<file path="src/rtl/sram_word_loader.sv">
// Write-side SRAM initiator: packs a byte stream little-endian into 32-bit words
// and writes them to consecutive addresses over the req/ack interface.
module sram_word_loader #(
    parameter int unsigned depth     = 196,
    parameter int unsigned addr_bit  = 12,
    parameter int unsigned base_addr = 0
) (
    input  logic                clk,
    input  logic                rst_b,
    input  logic                start,
    input  logic                byte_valid,
    input  logic [7:0]          byte_data,
    output logic                byte_ready,
    output logic                req,
    output logic                r0w1,
    output logic [addr_bit-1:0] addr,
    output logic [31:0]         wdata,
    input  logic                ack,
    output logic                busy,
    output logic                done,
    output logic [addr_bit-1:0] word_count
);

    typedef enum logic [1:0] {IDLE, FILL, WRITE, DONE} state_t;

    localparam logic [addr_bit-1:0] BASE = addr_bit'(base_addr);
    localparam logic [addr_bit-1:0] LAST = addr_bit'(depth - 1);

    state_t              state_q, state_d;
    logic [addr_bit-1:0] addr_q, addr_d;
    logic [addr_bit-1:0] wc_q, wc_d;
    logic [31:0]         wdata_q, wdata_d;
    logic [1:0]          lane_q, lane_d;
    logic                req_q, req_d;

    always_ff @(posedge clk or negedge rst_b) begin
        if (!rst_b) begin
            state_q <= IDLE;
            addr_q  <= '0;
            wc_q    <= '0;
            wdata_q <= '0;
            lane_q  <= '0;
            req_q   <= 1'b0;
        end else begin
            state_q <= state_d;
            addr_q  <= addr_d;
            wc_q    <= wc_d;
            wdata_q <= wdata_d;
            lane_q  <= lane_d;
            req_q   <= req_d;
        end
    end

    always_comb begin
        state_d = state_q;
        addr_d  = addr_q;
        wc_d    = wc_q;
        wdata_d = wdata_q;
        lane_d  = lane_q;
        req_d   = req_q;
        case (state_q)
            IDLE, DONE: begin
                if (start) begin
                    addr_d  = BASE;
                    lane_d  = '0;
                    wc_d    = '0;
                    state_d = FILL;
                end
            end
            FILL: begin
                if (byte_valid) begin
                    wdata_d[{lane_q, 3'b000} +: 8] = byte_data;
                    if (lane_q == 2'd3) begin
                        lane_d  = '0;
                        req_d   = 1'b1;
                        state_d = WRITE;
                    end else begin
                        lane_d = lane_q + 2'd1;
                    end
                end
            end
            WRITE: begin
                // req/addr/wdata stay frozen until the SRAM acknowledges
                if (ack) begin
                    req_d = 1'b0;
                    wc_d  = wc_q + 1'b1;
                    if (wc_q == LAST) begin
                        state_d = DONE;
                    end else begin
                        addr_d  = addr_q + 1'b1;
                        state_d = FILL;
                    end
                end
            end
            default: state_d = IDLE;
        endcase
    end

    assign byte_ready = (state_q == FILL);
    assign busy       = (state_q == FILL) || (state_q == WRITE);
    assign done       = (state_q == DONE);
    assign req        = req_q;
    assign r0w1       = req_q;
    assign addr       = addr_q;
    assign wdata      = wdata_q;
    assign word_count = wc_q;

endmodule

</file>
<file path="config.mk">
export PLATFORM = sky130hd
export DESIGN_NAME = sram_word_loader
export DESIGN_NICKNAME = d
export VERILOG_FILES = /design/src/rtl/sram_word_loader.sv
export SDC_FILE = /design/constraint.sdc
export NUM_CORES = 1
export LEC_CHECK = 0
export BUFFER_PORTS_ARGS = -buffer_cell sky130_fd_sc_hd__buf_2
export CORE_ASPECT_RATIO = 2
export CORE_UTILIZATION = 38
export CTS_BUF_LIST = sky130_fd_sc_hd__clkbuf_8
export CTS_CLUSTER_DIAMETER = 80
export CTS_CLUSTER_SIZE = 8
export DETAILED_ROUTE_END_ITERATION = 10
export GPL_TIMING_DRIVEN = 0
export HOLD_SLACK_MARGIN = 0.06
export PLACE_DENSITY_LB_ADDON = 0.05
export SLEW_MARGIN = 20
export SYNTH_ARGS = -nofsm -noshare
export SYNTH_HDL_FRONTEND = slang
export SYNTH_SLANG_ARGS = --single-unit
export TNS_END_PERCENT = 100
</file>
<file path="constraint.sdc">
create_clock -name clk -period 2.6 [get_ports clk]
set_clock_uncertainty 0.1 [all_clocks]
set_input_delay 0.39 -clock clk [delete_from_list [all_inputs] [get_ports clk]]
set_output_delay 0.39 -clock clk [all_outputs]
set_load 0.02 [all_outputs]
</file>
# Yosys cells after proc, flatten, opt, wreduce, memory -nomap -nowiden
# Index checks and enable logic that the tools add are counted.
word_totals:
  ff_bits: 61
  input_bits: 13
  output_inout_bits: 61
  word_cells: 55
op_classes:
  n_addsub: 4
  n_eq_ne: 10
  shift: 2
  mux: 21
  n_reduce_logical: 12
ops:
  columns: ["op", "count"]
  rows:
  - ["$mux W12", 4]
  - ["$pmux W12 S2", 2]
  - ["$bwmux W32", 1]
  - ["$shift A8 B7 Y32 const A", 1]
  - ["$shiftx A8 B7 Y32", 1]
  - ["$add A12 B1 Y12 const B", 2]
  - ["$mux W2", 8]
  - ["$eq A12 B8 Y1 const B", 1]
  - ["$reduce_and A4 Y1", 3]
  - ["$ne A2 B2 Y1 const B", 4]
  - ["$neg A5 Y7", 1]
  - ["$eq A2 B2 Y1 const B", 3]
  - ["$pmux W2 S3", 1]
  - ["$reduce_and A3 Y1", 2]
  - ["$reduce_bool A2 Y1", 3]
  - ["$pmux W2 S2", 1]
  - ["$mux W1", 3]
  - ["$add A2 B1 Y2 const B", 1]
  - ["$eq A2 B1 Y1 const B", 1]
  - ["$logic_not A2 Y1", 1]
  - ["$ne A2 B1 Y1 const B", 1]
  - ["$pmux W1 S2", 1]
  - ["$reduce_and A2 Y1", 1]
  - ["$reduce_or A2 Y1", 1]
  - ["$logic_or A1 B1 Y1", 1]

# Depth between registers and ports, before layout
depth:
  word_depth: 4
  depth_mapped: 8
  mapped_depth_nobuf: 6

# Worst setup path after synthesis
# Ideal clock, no wire load.
synth_timing:
  kind: "register to register"
  startpoint: "reg state_q[0]"
  endpoint: "reg wc_q[11], in the netlist word_count[11]"
  setup_ns: 0.078
  t_arrival_ns: 2.095
  required_time_ns: 2.422
  setup_slack_ns: 0.327
  path_stages_with_launch: 8
  n_path_buf: 1
  synth_period_minus_slack_ns: 2.273
  path_cell_list: "dfrtp_1 > inv_1 > ha_1 > nor2b_4 > or4_1 > buf_2 > or4_1 > a21oi_1"
synth_between:
  elab_chain_cells: 4
  elab_cells_between_ends: 9
  cone_classes: "eq/ne: 4; mux: 1; reduce/logical: 4"
synth_lines:
  columns: ["item", "line_no", "text"]
  rows:
  - ["from (decl)", "29", "state_t state_q, state_d;"]
  - ["from (signal assigned)", "45", "state_q <= state_d;"]
  - ["$eq A2 B2 Y1 or $logic_not A2 Y1 (tied branches)", "61", "case (state_q)"]
  - ["$reduce_or A2 Y1", "61", null]
  - ["$ne A2 B2 Y1 (no source line) or $reduce_bool A2 Y1 (tied branches)", null, null]
  - ["$reduce_and A3 Y1 (no source line)", null, null]
  - ["to (signal assigned)", "47", "wc_q <= wc_d;"]
  - ["to (decl)", "31", "logic [addr_bit-1:0] wc_q, wc_d;"]
# Several ways; a longest one is shown, not always the timed one.
# A chain may end at the register's enable or synchronous reset.

# Final worst setup path
# Same ends and word-level chain as after synthesis.

==> Implementation_results.wiki <==
{| class="wikitable"
! Metric !! Value
|-
| Largest net degree at the start of global routing || 43
|-
| Hold Crit Depth || 2
|-
| Placed cell count || 445
|-
| Leak pwr || 1.88 nW
|-
| Worst Hold Slack || 218 ps
|-
| Worst flop-to-flop path endpoint || word_count[11]
|-
| Layout Utilization || 0.500
|-
| Met1 layer wirelength in the final routing || 3.12 mm
|-
| Routed length on met3 || 328 um
|-
| Outcome || finished clean
|-
| Series of cell instances along the critical path || inv_1 -> ha_1 -> nor2b_4 -> or4_1 -> buf_2 -> or4_1 -> a21oi_1
|-
| Post-placement cell area || 3530 um^2
|-
| Wire length on met2 || 4.67 mm
|-
| Unrepaired setup endpoints after global routing || no
|-
| Deepest level of the CTS H-tree || 3
|-
| Final cell count without fillers || 462
|-
| Flip-flop and latch area || 1530 um^2
|-
| Effective utilization at floorplan || 0.396
|-
| Maximum clock frequency || 405 MHz
|-
| Diodes inserted || 0
|-
| Critical-path maximum fanout || 10
|-
| Row Count || 45
|-
| Cell chosen for the clock root || sky130_fd_sc_hd__clkbuf_8
|-
| Sequential area share after synthesis || 0.507
|-
| CTS buffer count || 9
|-
| Net Count, Synth || 302
|-
| Number of port buffers || 72
|-
| Overall die width || 64.9 um
|-
| Post-DP HPWL || 6.11 mm
|-
| Number of flip-flops and latches in the synthesized netlist || 61
|-
| Via count normalized by instance count || 5.68
|-
| Grt total ovfl || 0
|-
| Number of antenna-violating nets in the routed design || 0
|-
| Most numerous cell on the critical path || sky130_fd_sc_hd__or4_1
|-
| Shortest period the worst path allows || 2470 ps
|-
| Actual transition at the worst max-transition pin || 595 ps
|-
| Total wire length after detailed routing || 8.22 mm
|-
| Number of global-route vias before repair || 2,594
|-
| Number of top-level pins || 74
|-
| Top Metal Used || met4
|-
| Multi-input logic area || 1430 um^2
|-
| Floorplan core area || 7600 um^2
|-
| Total global-route track usage || 0.217
|-
| Maximum buffer depth of the clock tree || 2
|-
| Critical R2R Launch || state_q[0]
|-
| Buf/Inv on CP || 2
|-
| Overall die area || 8300 um^2
|-
| DR vias || 2,624
|-
| Share of flip-flops with an asynchronous set or reset after synthesis || 1.00
|-
| Critical Path Sink Type || flop
|-
| DRC viols || 0
|-
| Kind of cell adding the most delay to the critical path || simple AND/OR/NAND/NOR gates
|-
| Final period utilization || 0.950
|-
| Hold EP || wdata[7]
|-
| Number of antenna violations at the first check in global routing || 0
|-
| Post-Synthesis Cells || 277
|-
| Die outline height || 128 um
|-
| Worst hold start || byte_data[7]
|-
| Global-route wire length before repair || 13.4 mm
|-
| Placement Setup Slack || -197 ps
|-
| Setup slack of the most critical reg-to-reg path || 130 ps
|-
| Most used flip-flop cell after synthesis || sky130_fd_sc_hd__dfrtp_1
|-
| Type of the most critical hold path || input pin to flop
|-
| Critical path class || flop to flop
|-
| Average instance area after synthesis || 10.9 um^2
|-
| Nets@finish || 388
|-
| Total number of yosys warnings || 0
|-
| Layout Area Growth over Synthesis || 26.3%
|-
| Max-slew violation total from the final report || 0
|-
| Leading cell type in the layout, fill and taps excluded || sky130_fd_sc_hd__buf_2
|-
| Number of clock sinks || 61
|-
| # fillers || 740
|-
| Worst endpoint required time || 2770 ps
|-
| Final setup violation count || 0
|-
| Netlist Area Pre-Place || 3010 um^2
|-
| Maximum single-stage delay on the critical path || 490 ps
|-
| Number of max-capacitance violations reported || 0
|-
| Origin of the worst setup path || state_q[0]
|-
| Worst Reg-to-Reg Cells || 7
|-
| Clock edge transition at the registers on the reported setup and hold paths || 70 ps
|-
| Distinct cells, synth || 41
|-
| Critical Path Slowest Stage Cell || sky130_fd_sc_hd__or4_1
|-
| DR WL/cell || 17.8 um
|-
| Count of routing violations after the opening detailed-route iteration || 160
|-
| Placer congestion estimate || 0.754
|-
| Largest voltage drop on the vdd net || 0.347 mV
|-
| Category of the worst setup path launch point || flop
|-
| Highest-count cells in the layout ignoring fill and taps || sky130_fd_sc_hd__buf_2, sky130_fd_sc_hd__dfrtp_1, sky130_fd_sc_hd__a22o_1
|-
| Post-route cell area || 3800 um^2
|-
| Latest clock arrival within the worst-skew pair || 340 ps
|-
| CTS tree || yes
|-
| Worst path setup slack after routing || 129 ps
|-
| Number of failing hold endpoints at the final stage || 0
|-
| Post-synth EDFFs || 0
|-
| Worst slew margin || 0.601
|-
| Fraction of final layout cells with drive strength greater than 1 || 0.299
|-
| Arr. time, crit path || 2640 ps
|-
| Detailed Routing Iterations Pass 1 || 4
|-
| Power per cell area || 898 nW/um^2
|}
[per-layer routing]
| metal | vias to the layer above | track usage |
|---|---|---|
| met4 | 0 | 0.0928 |
| met3 | 8 | 0.0472 |
| met2 | 74 | 0.402 |
| li1 | 1229 | - |
| met1 | 1313 | 0.228 |
| met5 | - | 0 |
[report_power, final]
part / switching [W] / internal, W / total [W]
Combinational: 0.000788 / 0.000454 / 0.00124
Clock: 0.000376 / 0.000585 / 0.000961
Sequential: 0.000118 / 0.00109 / 0.00121
[registers in the layout (all words and copies together) (netlist names)]
name	count
addr	12
word_count	12
lane_q	2
state_q	2
r0w1	1
wdata	32
[cells in the mapped netlist (2+ instances only)]
cell type | number | area [um^2]
sky130_fd_sc_hd__dfrtp_1 | 61 | 1530
sky130_fd_sc_hd__a22o_1 | 36 | 315
sky130_fd_sc_hd__nand2_1 | 18 | 67.6
sky130_fd_sc_hd__o21ai_0 | 18 | 90.1
sky130_fd_sc_hd__nand3_1 | 17 | 85.1
sky130_fd_sc_hd__ha_1 | 12 | 150
sky130_fd_sc_hd__inv_1 | 9 | 33.8
sky130_fd_sc_hd__nand4_1 | 9 | 56.3
sky130_fd_sc_hd__a21oi_1 | 8 | 40.0
sky130_fd_sc_hd__nand2b_1 | 7 | 43.8
sky130_fd_sc_hd__or4_1 | 7 | 52.6
sky130_fd_sc_hd__clkbuf_1 | 6 | 22.5
sky130_fd_sc_hd__nand3b_1 | 6 | 45.0
sky130_fd_sc_hd__nor2_1 | 6 | 22.5
sky130_fd_sc_hd__buf_2 | 5 | 25.0
sky130_fd_sc_hd__o31ai_1 | 5 | 37.5
sky130_fd_sc_hd__or3_1 | 5 | 31.3
sky130_fd_sc_hd__o211ai_1 | 4 | 30.0
sky130_fd_sc_hd__o311ai_1 | 4 | 35.0
sky130_fd_sc_hd__or2_2 | 4 | 25.0
sky130_fd_sc_hd__a21o_1 | 3 | 22.5
sky130_fd_sc_hd__nor4_1 | 3 | 18.8
sky130_fd_sc_hd__nor4b_2 | 3 | 45.0
sky130_fd_sc_hd__and3_1 | 2 | 12.5
sky130_fd_sc_hd__buf_4 | 2 | 15.0
sky130_fd_sc_hd__nor3_1 | 2 | 10.0
[per-stage QoR]
| step | TNS, ps | total power, W |
|---|---|---|
| 6_report | 0 | 0.00341 |
| 5_1_grt | 0 | 0.00363 |
| 4_1_cts | 0 | 0.00344 |
| 3_5_place_dp | -2470 | 0.00243 |
| 3_3_place_gp | -5170 | 0.00240 |
| 2_1_floorplan | 0 | 0.00202 |
[worst reg2reg max path, cell delays in order, from the launching register on]
cell and delay, ps:
sky130_fd_sc_hd__dfrtp_1 400, sky130_fd_sc_hd__inv_1 70, sky130_fd_sc_hd__ha_1 330, sky130_fd_sc_hd__nor2b_4 140
sky130_fd_sc_hd__or4_1 490, sky130_fd_sc_hd__buf_2 190, sky130_fd_sc_hd__or4_1 480, sky130_fd_sc_hd__a21oi_1 170
[cell type report]
class | count | share of cell area
clock buffer | 11 | 0.0398
inverter | 9 | 0.00889
timing repair buffer | 76 | 0.109
clock inverter | 5 | 0.0194
sequential | 61 | 0.402
buffer | 12 | 0.0155
tap | 94 | 0.0309
multi-input combinational | 194 | 0.375
[worst max path at each step]
stage / to / slack (ps) / depth (start not counted)
after floorplan: word_count[11] / 330 / 7
after global placement: wdata[26] / -420 / 6
after detailed placement: wdata[18] / -200 / 6
after CTS: wdata[18] / 50 / 6
after global routing: wdata[11] / 20 / 6
final: word_count[11] / 130 / 7
[kinds of logic (layout without fill, tap and decap cells)]
group                    Yosys count  count (layout)  share of synthesized area
AO/OA/AOI/OAI                     85              85                      0.209
adder cells (fa/ha/maj)           12              12                     0.0499
buffers and inverters             22             113                     0.0320
flip-flops                        61              61                      0.507
AND/OR/NAND/NOR                   95              95                      0.196
XOR/XNOR                           1               1                    0.00291
multiplexers                       1               1                    0.00333
[repair_timing]
action	CTS	global route
resized for setup	4	1
pin swaps	0	3
endpoints found under the hold margin	19	0
buffers inserted	0	1
hold buffers	1	0
setup endpoints to repair	33	28
Power figures use the tool's default switching activity.
